File: src/rtl/bus_dma_pkg.sv
// Shared constants for the single-channel bus DMA engine:
// register map, CTRL bit positions, bus direction codes and FSM states.
package bus_dma_pkg;

    localparam int DMA_LEN_W  = 16;
    localparam int DMA_ADDR_W = 30;
    localparam int DMA_DATA_W = 32;

    localparam logic [1:0] REG_CTRL = 2'd0;
    localparam logic [1:0] REG_SRC  = 2'd1;
    localparam logic [1:0] REG_DST  = 2'd2;
    localparam logic [1:0] REG_LEN  = 2'd3;

    localparam int CTRL_START = 0;
    localparam int CTRL_IE    = 1;
    localparam int CTRL_DONE  = 2;

    localparam logic READ  = 1'b1;
    localparam logic WRITE = 1'b0;

    typedef enum logic [2:0] {
        IDLE,
        REQ,
        RD,
        WR,
        NEXT
    } state_t;

endpackage

File: src/rtl/bus_dma_regs.sv
// CPU-facing register file of the DMA engine: slave decode, ready
// generation, SRC/DST/LEN/CTRL storage and done/abort bookkeeping.
module bus_dma_regs
    import bus_dma_pkg::*;
#(
    parameter int LEN_W  = DMA_LEN_W,
    parameter int ADDR_W = DMA_ADDR_W,
    parameter int DATA_W = DMA_DATA_W
) (
    input  logic              clk,
    input  logic              reset,
    input  logic              s_cs_,
    input  logic              s_as_,
    input  logic              s_rw,
    input  logic [1:0]        s_addr,
    input  logic [DATA_W-1:0] s_wr_data,
    output logic [DATA_W-1:0] s_rd_data,
    output logic              s_rdy_,
    input  logic              busy,
    input  logic              step,
    input  logic              done_set,
    output logic [ADDR_W-1:0] src,
    output logic [ADDR_W-1:0] dst,
    output logic [LEN_W-1:0]  len,
    output logic              ie,
    output logic              done,
    output logic              abort,
    output logic              start
);

    logic              rdy_q;
    logic [DATA_W-1:0] rd_q;
    logic [DATA_W-1:0] rd_mux;
    logic              access;
    logic              wr;
    logic              ctrl_wr;
    logic              unused_bits;

    // An access is taken once; the cycle showing ready blocks a re-take.
    assign access  = !s_cs_ && !s_as_ && rdy_q;
    assign wr      = access && (s_rw == WRITE);
    assign ctrl_wr = wr && (s_addr == REG_CTRL);
    assign start   = ctrl_wr && s_wr_data[CTRL_START] && !busy;

    assign s_rdy_      = rdy_q;
    assign s_rd_data   = rd_q;
    assign unused_bits = ^s_wr_data[DATA_W-1:ADDR_W];

    always_comb begin
        rd_mux = '0;
        unique case (s_addr)
            REG_CTRL: rd_mux = DATA_W'({done, ie, busy});
            REG_SRC:  rd_mux = DATA_W'(src);
            REG_DST:  rd_mux = DATA_W'(dst);
            REG_LEN:  rd_mux = DATA_W'(len);
        endcase
    end

    always_ff @(posedge clk) begin
        if (reset) begin
            rdy_q <= 1'b1;
            rd_q  <= '0;
            src   <= '0;
            dst   <= '0;
            len   <= '0;
            ie    <= 1'b0;
            done  <= 1'b0;
            abort <= 1'b0;
        end else begin
            rdy_q <= !access;
            rd_q  <= (access && s_rw == READ) ? rd_mux : '0;
            if (step) begin
                src <= src + ADDR_W'(1);
                dst <= dst + ADDR_W'(1);
                len <= len - LEN_W'(1);
            end else if (wr && !busy) begin
                case (s_addr)
                    REG_SRC: src <= s_wr_data[ADDR_W-1:0];
                    REG_DST: dst <= s_wr_data[ADDR_W-1:0];
                    REG_LEN: len <= s_wr_data[LEN_W-1:0];
                    default: ;
                endcase
            end
            if (ctrl_wr) begin
                ie <= s_wr_data[CTRL_IE];
            end
            // A completion in the same cycle as the W1C keeps done set.
            done  <= done_set ||
                     (done && !(ctrl_wr && s_wr_data[CTRL_DONE]));
            abort <= busy &&
                     (abort || (ctrl_wr && !s_wr_data[CTRL_START]));
        end
    end

endmodule

File: src/rtl/bus_dma.sv
// Single-channel word-granular memory-to-memory DMA engine: copies LEN
// words from SRC to DST through arbitrated read/write pairs.
module bus_dma
    import bus_dma_pkg::*;
#(
    parameter int LEN_W  = DMA_LEN_W,
    parameter int ADDR_W = DMA_ADDR_W,
    parameter int DATA_W = DMA_DATA_W
) (
    input  logic              clk,
    input  logic              reset,
    input  logic              s_cs_,
    input  logic              s_as_,
    input  logic              s_rw,
    input  logic [1:0]        s_addr,
    input  logic [DATA_W-1:0] s_wr_data,
    output logic [DATA_W-1:0] s_rd_data,
    output logic              s_rdy_,
    output logic              m_req_,
    input  logic              m_grnt_,
    output logic [ADDR_W-1:0] m_addr,
    output logic              m_as_,
    output logic              m_rw,
    output logic [DATA_W-1:0] m_wr_data,
    input  logic [DATA_W-1:0] m_rd_data,
    input  logic              m_rdy_,
    output logic              irq
);

    state_t            state;
    state_t            state_n;
    logic              busy;
    logic              step;
    logic              done_set;
    logic              start;
    logic              abort;
    logic              ie;
    logic              done;
    logic [ADDR_W-1:0] src;
    logic [ADDR_W-1:0] dst;
    logic [LEN_W-1:0]  len;
    logic              req_q;
    logic              as_q;
    logic              rw_q;
    logic [ADDR_W-1:0] addr_q;
    logic [DATA_W-1:0] buf_q;

    bus_dma_regs #(
        .LEN_W (LEN_W),
        .ADDR_W(ADDR_W),
        .DATA_W(DATA_W)
    ) u_regs (
        .clk      (clk),
        .reset    (reset),
        .s_cs_    (s_cs_),
        .s_as_    (s_as_),
        .s_rw     (s_rw),
        .s_addr   (s_addr),
        .s_wr_data(s_wr_data),
        .s_rd_data(s_rd_data),
        .s_rdy_   (s_rdy_),
        .busy     (busy),
        .step     (step),
        .done_set (done_set),
        .src      (src),
        .dst      (dst),
        .len      (len),
        .ie       (ie),
        .done     (done),
        .abort    (abort),
        .start    (start)
    );

    assign busy = (state != IDLE);

    always_comb begin
        state_n  = state;
        step     = 1'b0;
        done_set = 1'b0;
        unique case (state)
            IDLE: begin
                if (start) begin
                    if (len != '0) state_n = REQ;
                    else           done_set = 1'b1;
                end
            end
            REQ: begin
                if (abort)         state_n = IDLE;
                else if (!m_grnt_) state_n = RD;
            end
            RD: if (!m_rdy_) state_n = WR;
            WR: if (!m_rdy_) state_n = NEXT;
            NEXT: begin
                step = 1'b1;
                // Completion takes priority over a pending abort.
                if (len == LEN_W'(1)) begin
                    done_set = 1'b1;
                    state_n  = IDLE;
                end else if (abort) begin
                    state_n = IDLE;
                end else begin
                    state_n = REQ;
                end
            end
            default: state_n = IDLE;
        endcase
    end

    // Bus outputs are registered from the next state so they change
    // only on clock edges; req_ drops for the single NEXT cycle.
    always_ff @(posedge clk) begin
        if (reset) begin
            state  <= IDLE;
            req_q  <= 1'b1;
            as_q   <= 1'b1;
            rw_q   <= READ;
            addr_q <= '0;
            buf_q  <= '0;
        end else begin
            state  <= state_n;
            req_q  <= !(state_n inside {REQ, RD, WR});
            as_q   <= !(state_n inside {RD, WR});
            rw_q   <= (state_n == WR) ? WRITE : READ;
            if (state_n == RD)      addr_q <= src;
            else if (state_n == WR) addr_q <= dst;
            if (state == RD && !m_rdy_) buf_q <= m_rd_data;
        end
    end

    assign m_req_    = req_q;
    assign m_as_     = as_q;
    assign m_rw      = rw_q;
    assign m_addr    = addr_q;
    assign m_wr_data = buf_q;
    assign irq       = done && ie;

endmodule
File: config.mk
export PLATFORM = sky130hd
export DESIGN_NAME = bus_dma
export DESIGN_NICKNAME = d
export VERILOG_FILES = /design/src/rtl/bus_dma_pkg.sv /design/src/rtl/bus_dma_regs.sv /design/src/rtl/bus_dma.sv
export SDC_FILE = /design/constraint.sdc
export NUM_CORES = 1
export LEC_CHECK = 0
export ABC_AREA = 1
export CORE_UTILIZATION = 30
export DETAILED_ROUTE_END_ITERATION = 7
export PLACE_DENSITY_LB_ADDON = 0.2
export SKIP_CTS_REPAIR_TIMING = 1
export SLEW_MARGIN = 20
export SYNTH_ARGS = -nofsm -noshare
export SYNTH_HDL_FRONTEND = slang
export SYNTH_HIERARCHICAL = 1
export SYNTH_SLANG_ARGS = --single-unit
File: constraint.sdc
create_clock -name clk -period 2.4 [get_ports clk]
set_input_delay 0.36 -clock clk [delete_from_list [all_inputs] [get_ports clk]]
set_output_delay 0.36 -clock clk [all_outputs]
set_load 0.02 [all_outputs]
# Word level (Yosys, flattened, before mapping)
# Index checks and enable logic that the tools add are counted.
dict set report word_totals {
  regBits 180
}
dict set report op_classes {
  n_addsub 3
  n_eq_ne 11
  mux 27
  n_bitwise 2
  reduce_logical 39
}
# cell count
set op_table {}
lappend op_table {{2-to-1 mux 30 bit} 8}
lappend op_table {{case mux 32 bit (4 select lines)} 1}
lappend op_table {{adder 30 x 1 -> 30 bit, second input constant} 2}
lappend op_table {{2-to-1 mux 16 bit} 3}
lappend op_table {{2-to-1 mux 3 bit} 6}
lappend op_table {{equality test 16 x 1 -> 1 bit, second input constant} 1}
lappend op_table {{nonzero test 16 bit} 1}
lappend op_table {{subtractor 16 x 1 -> 16 bit, second input constant} 1}
lappend op_table {{case mux 3 bit (5 select lines)} 1}
lappend op_table {{logical AND 1 bit} 14}
lappend op_table {{equality test 3 x 2 -> 1 bit, second input constant} 4}
lappend op_table {{nonzero test 2 bit} 5}
lappend op_table {{logical NOT 1 bit} 9}
lappend op_table {{2-to-1 mux 1 bit} 7}
lappend op_table {{equality test 3 x 1 -> 1 bit, second input constant} 2}
lappend op_table {{AND reduction 2 bit} 3}
lappend op_table {{nonzero test 3 bit} 2}
lappend op_table {{equality test 2 bit, second input constant} 2}
lappend op_table {{equality test 3 bit, second input constant} 1}
lappend op_table {{logical NOT 3 bit} 1}
lappend op_table {{equality test 2 x 1 -> 1 bit, second input constant} 1}
lappend op_table {{logical NOT 2 bit} 1}
lappend op_table {{logical OR 1 bit} 2}
lappend op_table {{NOT 1 bit} 2}
lappend op_table {{other kinds (2)} 2}

# Logic depth before layout (Yosys ltp)
# Gate-level depths: netlist of the first run.
dict set report depth {
  ltp_word 12
  ltp_mapped 15
}

# By module
# The synthesis of the first run kept the hierarchy.
# module instances cells_each area_each_um2 seq_area_each_um2
set by_module_without_submodules {}
lappend by_module_without_submodules {bus_dma_regs 1 1116 6706.4 2202.1}
lappend by_module_without_submodules {bus_dma 1 449 3059.2 1361.3}

# Worst setup path after synthesis of the first run
# OpenSTA, ideal clock, no wires.
dict set report synth_timing {
  path_type {register to register}
  startpoint {reg u_regs.rdy_q, in the netlist u_regs/s_rdy_}
  endpoint {reg addr_q[13], in the netlist m_addr[13]}
  setup_ns 0.109
  arrival_time_ns 1.883
  slack_ns 0.408
  path_stages_with_launch 15
  path_buffers 3
  path_cell_list {dfxtp_1 > inv_1 > nor3_4 > nand3_1 > buf_4 > nor3_1 > inv_1 > nor2_1 > a21oi_2 > buf_4 > buf_6 > nand3_1 > nand3_1 > nand2_1 > inv_1}
}
dict set report synth_via {
  elab_chain_len 9
  word_cells_on_any_way 11
  cone_classes {2 x eq/ne; 3 x mux; 6 x reduce/logical}
}
# item line
set synth_lines {}
lappend synth_lines {{start, declared} bus_dma_regs.sv:31} ;# logic rdy_q;
lappend synth_lines {{start signal, assigned} bus_dma_regs.sv:70} ;# rdy_q <= !access;
lappend synth_lines {{logical AND 1 bit (*)} bus_dma_regs.sv:40} ;# assign access = !s_cs_ && !s_as_ && rdy_q;
lappend synth_lines {{logical AND 1 bit (*)} bus_dma_regs.sv:41} ;# assign wr = access && (s_rw == WRITE);
lappend synth_lines {{logical AND 1 bit (*)} bus_dma_regs.sv:42} ;# assign ctrl_wr = wr && (s_addr == REG_CTRL);
lappend synth_lines {{logical AND 1 bit (*) (2 in a row)} bus_dma_regs.sv:43} ;# assign start = ctrl_wr && s_wr_data[CTRL_START] && !busy;
lappend synth_lines {{via start} bus_dma.sv:35} ;# logic start;
lappend synth_lines {{2-to-1 mux 3 bit (*)} bus_dma.sv:82} ;# if (start) begin
lappend synth_lines {{case mux 3 bit (5 select lines) (*)} bus_dma.sv:80} ;# unique case (state)
lappend synth_lines {{equality test 3 x 2 -> 1 bit, on equally long branches} {bus_dma.sv:124, bus_dma.sv:125}}
lappend synth_lines {{2-to-1 mux 30 bit or nonzero test 2 bit (tied branches)} n/a}
lappend synth_lines {{end signal, assigned} bus_dma.sv:124} ;# if (state_n == RD) addr_q <= src;
lappend synth_lines {{end signal, assigned} bus_dma.sv:125} ;# else if (state_n == WR) addr_q <= dst;
lappend synth_lines {{end, declared} bus_dma.sv:45} ;# logic [ADDR_W-1:0] addr_q;
# The timed path passes the listed nets; every way through them passes the cells marked *.
# A chain may end at the register's enable or synchronous reset.

# Worst setup path after layout of the first run
dict set report layout_timing {
  startpoint {reg state[1]}
  endpoint {reg addr_q[12], in the netlist m_addr[12]}
}
dict set report layout_via {
  elab_chain_len 7
  word_cells_on_any_way 19
  cone_classes {6 x eq/ne; 8 x mux; 5 x reduce/logical}
}
# item line
set layout_lines {}
lappend layout_lines {{start, declared} bus_dma.sv:30} ;# state_t state;
lappend layout_lines {{start signal, assigned} bus_dma.sv:120} ;# state <= state_n;
lappend layout_lines {{nonzero test 3 bit (*)} bus_dma.sv:74} ;# assign busy = (state != IDLE);
lappend layout_lines {{via busy} bus_dma.sv:32} ;# logic busy;
lappend layout_lines {{logical NOT 1 bit (*)} bus_dma_regs.sv:43}
lappend layout_lines {{logical AND 1 bit (*)} bus_dma_regs.sv:43}
lappend layout_lines {{via start} bus_dma.sv:35}
lappend layout_lines {{2-to-1 mux 3 bit (*)} bus_dma.sv:82}
lappend layout_lines {{case mux 3 bit (5 select lines) (*)} bus_dma.sv:80}
lappend layout_lines {{equality test 3 x 2 -> 1 bit, on equally long branches} {bus_dma.sv:124, bus_dma.sv:125}}
lappend layout_lines {{2-to-1 mux 30 bit or nonzero test 2 bit (tied branches)} n/a}
# Marked as above.

==> results.cfg, run 1 <==
[status]
outcome = completed

[floorplanning]
die_h_um = 182
coreArea_mm2 = 0.0318
die_x_um = 182
num_rows = 65
die_area_mm2 = 0.0333
num_io_pins = 172
initial_utilization_pct = 30.7

[sta]
finalMaxSlewViolations = 0
clock.fmax_ghz = 0.459
fin_skew_ns = 0.0136
finalSetupViolations = 0
rsz0062_at_grt = no
hold_viol = 0
period_share_pct = 90.9
period_minus_slack_ns = 2.18
fin_tns_setup_ns = 0
relSlewSlack_pct = 60.4
worst_pin_slew_ns = 0.594

[layout]
area.growth.synth_to_final_pct = 29.4
drive_above_1_share_pct = 6.32
antennaDiodeCount = 0
finalNonFillerCells = 2176
nets = 1804

[synth]
synth_top_area_cell = dfxtp_1
synth_top_cell_area_share_pct = 36.5
synth.area.top_cells = dfxtp_1 36%, nand2_1 16%, nor2_1 8.3%
ys_seq_area_share_pct = 36.5
ys.warnings.count = 6
postSynthCellCount = 1565
synth.avg_cell_area_um2 = 6.24
synth_cell_types = 44
synth-seq-cells = 178
synth_area_mm2 = 0.00977

[pwr]
vdd_drop_max_mv = 0.488
powerDensity_mw_per_mm2 = 500
p_total_mw = 6.32
p_leak_nw = 4.97

[routing]
wl_met2_um = 15900
met1Wirelength_um = 17100
antenna_left = 0
maxUsedRoutingLayer = met4
wl_per_cell_um = 16.7
dr_wl_met3_um = 2740
viasPerCell = 4.93
drtIter0Drc = 918
wl_um = 36300
via_count = 10700
drt_pass1_iterations = 6
post-route-drc-count = 0

[clock_tree]
clock_path_buffers = 2
path_clk_slew_ns = 0.08
cts_buffers = 17
cts.sinks = 178
htree_levels = 4
clock_latency_ns = 0.45
tritoncts = yes
root_buffer = clkbuf_16

[placed_design]
place_congestion = 0.918
dp_hpwl_um = 27100
dp_cells = 2144
portBuffers = 167

[setup_path]
crit_family = simple AND/OR/NAND/NOR gates
cp_cell_sequence = inv_1, nand2_1, inv_1, nand3_1, nor3_1, inv_1, nor2_1, a21oi_2, nand2_1, buf_12, nand2_1, nand3_1, nand2_1, inv_1
worst_setup_path_start_kind = flip-flop
slowest_delay_ns = 0.44
crit_arrival_ns = 2.54
critPathBufInv = 5
cp_max_fo = 22
end_kind = flip-flop
cp_slowest_cell = dfxtp_1
path_class = flip-flop to flip-flop
required_ns = 2.76

[job]
cap_violations = 0

[global_routing]
grt_pass1_vias = 10100
grt_use_total_pct = 21.9
grt_pass1_wl_um = 55800
grt_start_max_net_pins = 65
antenna_found_initial = 0
grt_overflow = 0

[hold_path]
hp-class = primary input to flip-flop
==> stage by stage <==
stage | utilization, % | worst slack [ns] | hold slack (ns) | area, µm²
after floorplan | - | 0.408 | 0.428 | 9770
after global placement | 38.0 | 0.126 | 0.431 | 12100
after detailed placement | 38.0 | 0.0615 | 0.436 | 12100
after CTS | 39.7 | 0.171 | 0.160 | 12600
after global routing | 39.7 | 0.00543 | 0.193 | 12600
final | 39.7 | 0.220 | 0.172 | 12600
==> cells in the mapped netlist (all sizes together) <==
library cell  instances
clkinv                1
nand4                 6
a21boi                8
clkbuf               33
o21ai               128
o211ai                2
and2                  1
o21bai                2
xor2                  8
o22ai                12
nor2                228
conb                  1
nand3b               19
nor3                 14
or2                   3
a21oi               144
xnor2                 1
inv                 192
dfxtp               178
o221ai                1
nand3               102
a221oi                3
ha                    3
nor4                  1
nand2               417
o31ai                 1
buf                  39
a31oi                12
a22oi                 3
a211oi                2
==> state kept, by name, indices dropped and copies added, names as in the netlist, 3 cells and up <==
register / flops
u_regs/dst: 30
u_regs/s_rd_data: 30
u_regs/src: 30
m_addr: 30
u_regs/len: 16
m_wr_data: 32
state: 3
==> cell type report <==
cell class | count | area [µm²]
Tap cell | 435 | 544
Sequential cell | 178 | 3560
Clock buffer | 19 | 453
Fill cell | 3439 | 19200
Multi-Input combinational cell | 1123 | 5150
Timing Repair Buffer | 215 | 2090
Clock inverter | 13 | 119
Inverter | 193 | 724
==> report_power, final <==
group	leakage (nW)	switching [mW]	total, mW	internal, mW
Clock	0.274	1.38	2.80	1.42
Combinational	3.26	0.287	0.498	0.212
Sequential	1.44	0.0438	3.02	2.98
Total	4.97	1.71	6.32	4.61
==> placed cells by master, fill, tap and decap left out, types with 12 or more instances in the layout <==
master | netlist | routed
dfxtp_1 | 178 | 178
nand3b_1 | 19 | 19
inv_1 | 186 | 186
nor2_1 | 216 | 216
clkdlybuf4s50_1 | 0 | 166
o21ai_0 | 126 | 126
nand3_1 | 102 | 101
a31oi_1 | 12 | 12
nor3_1 | 12 | 12
nand2_1 | 416 | 416
o22ai_1 | 12 | 12
clkbuf_16 | 0 | 17
buf_4 | 7 | 43
a21oi_1 | 142 | 142
==> worst paths after layout <==
check / slack (ns) / end / start / depth (start not counted)
worst max-delay path: 0.22 / m_addr[12] / state[1] / 14
worst min-delay path: 0.17 / u_regs/done / reset / 2
worst max register to register: 0.22 / m_addr[12] / state[1] / 14
worst min register to register: 0.44 / m_wr_data[4] / m_wr_data[4] / 2
==> per-layer routing <==
metal	up-vias	global-route usage, %
li1	5323	-
met1	4935	29.8
met2	420	34.9
met3	42	4.15
met4	0	6.42
met5	-	0
==> logic make-up (layout without fill, tap and decap cells) <==
| logic type | Yosys count | in the layout | synth area share [%] |
|---|---|---|---|
| simple gates | 791 | 791 | 33.8 |
| other cells | 1 | 2 | 0.0384 |
| buf+inv | 265 | 440 | 11.0 |
| fa+ha+maj | 3 | 3 | 0.384 |
| xor+xnor | 9 | 9 | 0.807 |
| compound gates | 318 | 318 | 17.5 |
| flops | 178 | 178 | 36.5 |
No activity file was read; power rests on OpenSTA's default activity.
==> run 2: changes to the inputs <==
--- a/config.mk
+++ b/config.mk
@@ -8,7 +8,7 @@
 export ABC_AREA = 1
 export CORE_UTILIZATION = 30
 export DETAILED_ROUTE_END_ITERATION = 7
-export PLACE_DENSITY_LB_ADDON = 0.2
+export PLACE_DENSITY = 0.56
 export SKIP_CTS_REPAIR_TIMING = 1
 export SLEW_MARGIN = 20
 export SYNTH_ARGS = -nofsm -noshare
==> results.cfg, run 2 (synthesis gave the netlist of run 1 again) <==
[setup_path]
cp_slowest_cell = dfxtp_1
rrSetupSlack_ns = 0.25
worst_setup_path_start_kind = flip-flop
cp_max_fo = 6
slowest_delay_ns = 0.50
path_class = flip-flop to flip-flop
rr_worst_depth = 10
critPathBufInv = 1
r2r-start = u_regs/dst[0]
end_kind = flip-flop
cp_common_cell = nor2_1
worst-path-stages = 10
r2r-end = u_regs/dst[12]
cp_cell_sequence = ha_1, nand2_1, nor2_1, nand2_2, inv_1, nand2_1, nor2_1, a21oi_1, o21ai_0, nor2_1
crit_arrival_ns = 2.49
crit_family = simple AND/OR/NAND/NOR gates
required_ns = 2.74

[floorplanning]
die_x_um = 182
initial_utilization_pct = 30.7
die_area_mm2 = 0.0333
die_h_um = 182
coreArea_mm2 = 0.0318
num_rows = 65
num_io_pins = 172

[sta]
finalMaxSlewViolations = 0
fin_skew_ns = 0.0150
fin_ws_ns = 0.250
period_minus_slack_ns = 2.15
relSlewSlack_pct = 58.0
finalSetupViolations = 0
rsz0062_at_grt = no
period_share_pct = 89.6
clock.fmax_ghz = 0.465
worst_pin_slew_ns = 0.630
fin_tns_setup_ns = 0
hold_viol = 0

[layout]
area.growth.synth_to_final_pct = 30.7
finalNonFillerCells = 2181
final_area_mm2 = 0.0128
largest_reg_flops = 32
layout_commonest_cell = nand2_1
nets = 1809
drive_above_1_share_pct = 6.64
nFillCells = 3453
final_cell_mix = 416 x nand2_1, 216 x nor2_1, 186 x inv_1
antennaDiodeCount = 0

[hold_path]
hp-start = reset
hp-class = primary input to flip-flop
whs_endpoint = u_regs/s_rdy_
holdPathStages = 3

[routing]
drt_pass1_iterations = 5
antenna_left = 0
viasPerCell = 5.02
via_count = 10900
drtIter0Drc = 944
wl_per_cell_um = 17.6
post-route-drc-count = 0
wl_um = 38500

[placed_design]
dp_hpwl_um = 28600
portBuffers = 167
dp_cells = 2149
place_congestion = 0.956
pre_cts_slack_ns = 0.0501
placed_cell_area_mm2 = 0.0121

[global_routing]
grt_pass1_vias = 10000
use_met2_pct = 37.3
grt_start_max_net_pins = 65
top_usage_layer = met2
grtUsageMet3_pct = 3.73
grt_overflow = 0
antenna_found_initial = 0
grt_use_total_pct = 23.0
grt_pass1_wl_um = 58000
use_met1_pct = 30.7

[clock_tree]
cts_buffers = 17
clock_path_buffers = 2
cts.sinks = 178
clock_latency_ns = 0.45
root_buffer = clkbuf_16
path_clk_slew_ns = 0.08
tritoncts = yes
htree_levels = 4

[pwr]
p_total_mw = 6.52
powerDensity_mw_per_mm2 = 511
vdd_drop_max_mv = 0.481
p_leak_nw = 5.04

[status]
outcome = completed

[job]
cap_violations = 0
[run 2: stage by stage]
stage	hold WS [ns]	util, %
3_3_place_gp	0.432	38.1
5_1_grt	0.235	40.1
3_5_place_dp	0.435	38.1
2_1_floorplan	0.428	-
6_report	0.222	40.1
4_1_cts	0.206	40.1
[run 2: worst max path at each step]
stage / slack [ns] / endpoint / from
after floorplan: 0.41 / m_addr[13] / u_regs/s_rdy_
after global placement: 0.08 / m_addr[8] / s_as_
after detailed placement: 0.05 / m_addr[8] / s_as_
after CTS: 0.30 / u_regs/dst[12] / u_regs/dst[0]
after global routing: 0.08 / m_addr[8] / state[0]
final: 0.25 / u_regs/dst[12] / u_regs/dst[0]
[run 2: worst reg2reg max path: cells and delay by family, from the launching register on]
kind | cells | cell delay, ns
and+or+nand+nor | 6 | 0.92
buffers and inverters | 1 | 0.22
adders and majority gates | 1 | 0.24
AOI/OAI and AO/OA | 2 | 0.17
DFF | 1 | 0.50
[run 2: area by class of cell]
cell class	instances	area [µm²]	area share (%)
Clock buffer	17	425	3.33
Sequential cell	178	3560	27.9
Inverter	193	724	5.68
Multi-Input combinational cell	1123	5150	40.3
Tap cell	435	544	4.26
Timing Repair Buffer	220	2150	16.9
Clock inverter	15	208	1.63
[run 2: where the power goes]
part / leakage (nW) / total (mW) / internal [mW] / switching, mW
clock network: 0.307 / 2.99 / 1.52 / 1.47
registers: 1.44 / 3.02 / 2.98 / 0.0457
logic: 3.30 / 0.511 / 0.214 / 0.297
total: 5.04 / 6.52 / 4.71 / 1.81
[run 2: metal layers]
metal	up-vias	part of all wire [%]
met4	0	2.2
met2	465	46
met3	53	7.6
met1	5095	44
li1	5328	-
met5	-	0
==> run 3: changes to the inputs <==
==> constraint.sdc (replaced) <==
create_clock -name clk -period 2.4 [get_ports clk]
set_input_delay 0.36 -clock clk [delete_from_list [all_inputs] [get_ports clk]]
set_output_delay 0.36 -clock clk [all_outputs]
set_load 0.1 [all_outputs]
==> results.cfg, run 3 (synthesis gave the netlist of run 1 again) <==
[sta]
worst_pin_slew_ns = 0.622
hold_viol = 0
finalMaxSlewViolations = 0
clock.fmax_ghz = 0.456
period_minus_slack_ns = 2.19
finalSetupViolations = 0
rsz0062_at_grt = no
fin_skew_ns = 0.0133
fin_tns_setup_ns = 0
period_share_pct = 91.3
relSlewSlack_pct = 58.6

[placed_design]
dp_cells = 2141
dp_hpwl_um = 28400
placed_cell_area_mm2 = 0.0118
place_congestion = 0.953
portBuffers = 167

[clock_tree]
clock_path_buffers = 2
clock_latency_ns = 0.44
cts.sinks = 178
path_clk_slew_ns = 0.07
tritoncts = yes
htree_levels = 4
cts_buffers = 17
root_buffer = clkbuf_16

[global_routing]
grt_pass1_vias = 9854
grt_overflow = 0
grt_pass1_wl_um = 57200
antenna_found_initial = 0
grt_use_total_pct = 22.7
grt_start_max_net_pins = 65

[status]
outcome = completed

[setup_path]
path_class = flip-flop to flip-flop
end_kind = flip-flop
worst_setup_path_start_kind = flip-flop
rrSetupSlack_ns = 0.21
cp_common_cell = nand2_1
slowest_delay_ns = 0.45
cp_slowest_cell = dfxtp_1
cp_cell_sequence = ha_1, nand2_1, nor2_1, nand2_2, nor2_4, nand2_1, o21bai_1, nand3_1, a21oi_1
required_ns = 2.76
cp_max_fo = 6
crit_arrival_ns = 2.56

[floorplanning]
die_area_mm2 = 0.0333
die_h_um = 182
num_io_pins = 172
initial_utilization_pct = 30.7
die_x_um = 182
num_rows = 65
coreArea_mm2 = 0.0318

[layout]
fin_util_pct = 38.8
drive_above_1_share_pct = 11.8
largest_reg_flops = 32
nets = 1801
final_cell_mix = 416 x nand2_1, 216 x nor2_1, 186 x inv_1
final_area_mm2 = 0.0124
layout_commonest_cell = nand2_1
area.growth.synth_to_final_pct = 26.5
antennaDiodeCount = 0
finalNonFillerCells = 2173

[routing]
drtIter0Drc = 979
post-route-drc-count = 0
drt_pass1_iterations = 5
viasPerCell = 4.94
wl_um = 38200
via_count = 10700
antenna_left = 0
wl_per_cell_um = 17.6

[job]
cap_violations = 0

[pwr]
p_leak_nw = 5.13
powerDensity_mw_per_mm2 = 513
vdd_drop_max_mv = 0.495

[hold_path]
hp-class = primary input to flip-flop
## run 3: worst paths after layout
path         cells past startpoint           from        endpoint
max                              9  u_regs/dst[0]  u_regs/dst[18]
min                              3          reset   u_regs/s_rdy_
max reg2reg                      9  u_regs/dst[0]  u_regs/dst[18]
min reg2reg                      2   m_wr_data[8]    m_wr_data[8]
## run 3: critical path: cells and delay by family, from the launching register on
kind                       cells  cell delay [ns]
and+or+nand+nor                6             1.10
DFF                            1             0.45
AOI/OAI and AO/OA              2             0.35
adders and majority gates      1             0.22
## run 3: stage by stage
stage	hold slack, ns	setup slack [ns]	power [mW]
after floorplan	0.428	0.128	3.36
after global placement	0.432	0.0654	3.63
after detailed placement	0.438	0.00772	3.63
after CTS	0.221	0.231	6.40
after global routing	0.258	0.0330	6.56
final	0.249	0.208	6.34
## run 3: final cells by class
type	count	area (µm²)
timing repair buffer	212	1810
clock buffer	19	443
clock inverter	13	119
multi-input combinational	1123	5150
tap	435	544
fill	3491	19400
sequential	178	3560
inverter	193	724
## run 3: metal layers
metal	global-route usage [%]	vias up	routed length [µm]
met5	0	-	0
met2	38.0	446	17700
met1	30.0	4928	17000
met3	3.45	38	2830
li1	-	5321	-
met4	6.55	0	704
## run 3: power by group
group | switching (mW) | internal (mW)
Clock | 1.37 | 1.40
Sequential | 0.0462 | 2.98
Combinational | 0.340 | 0.207
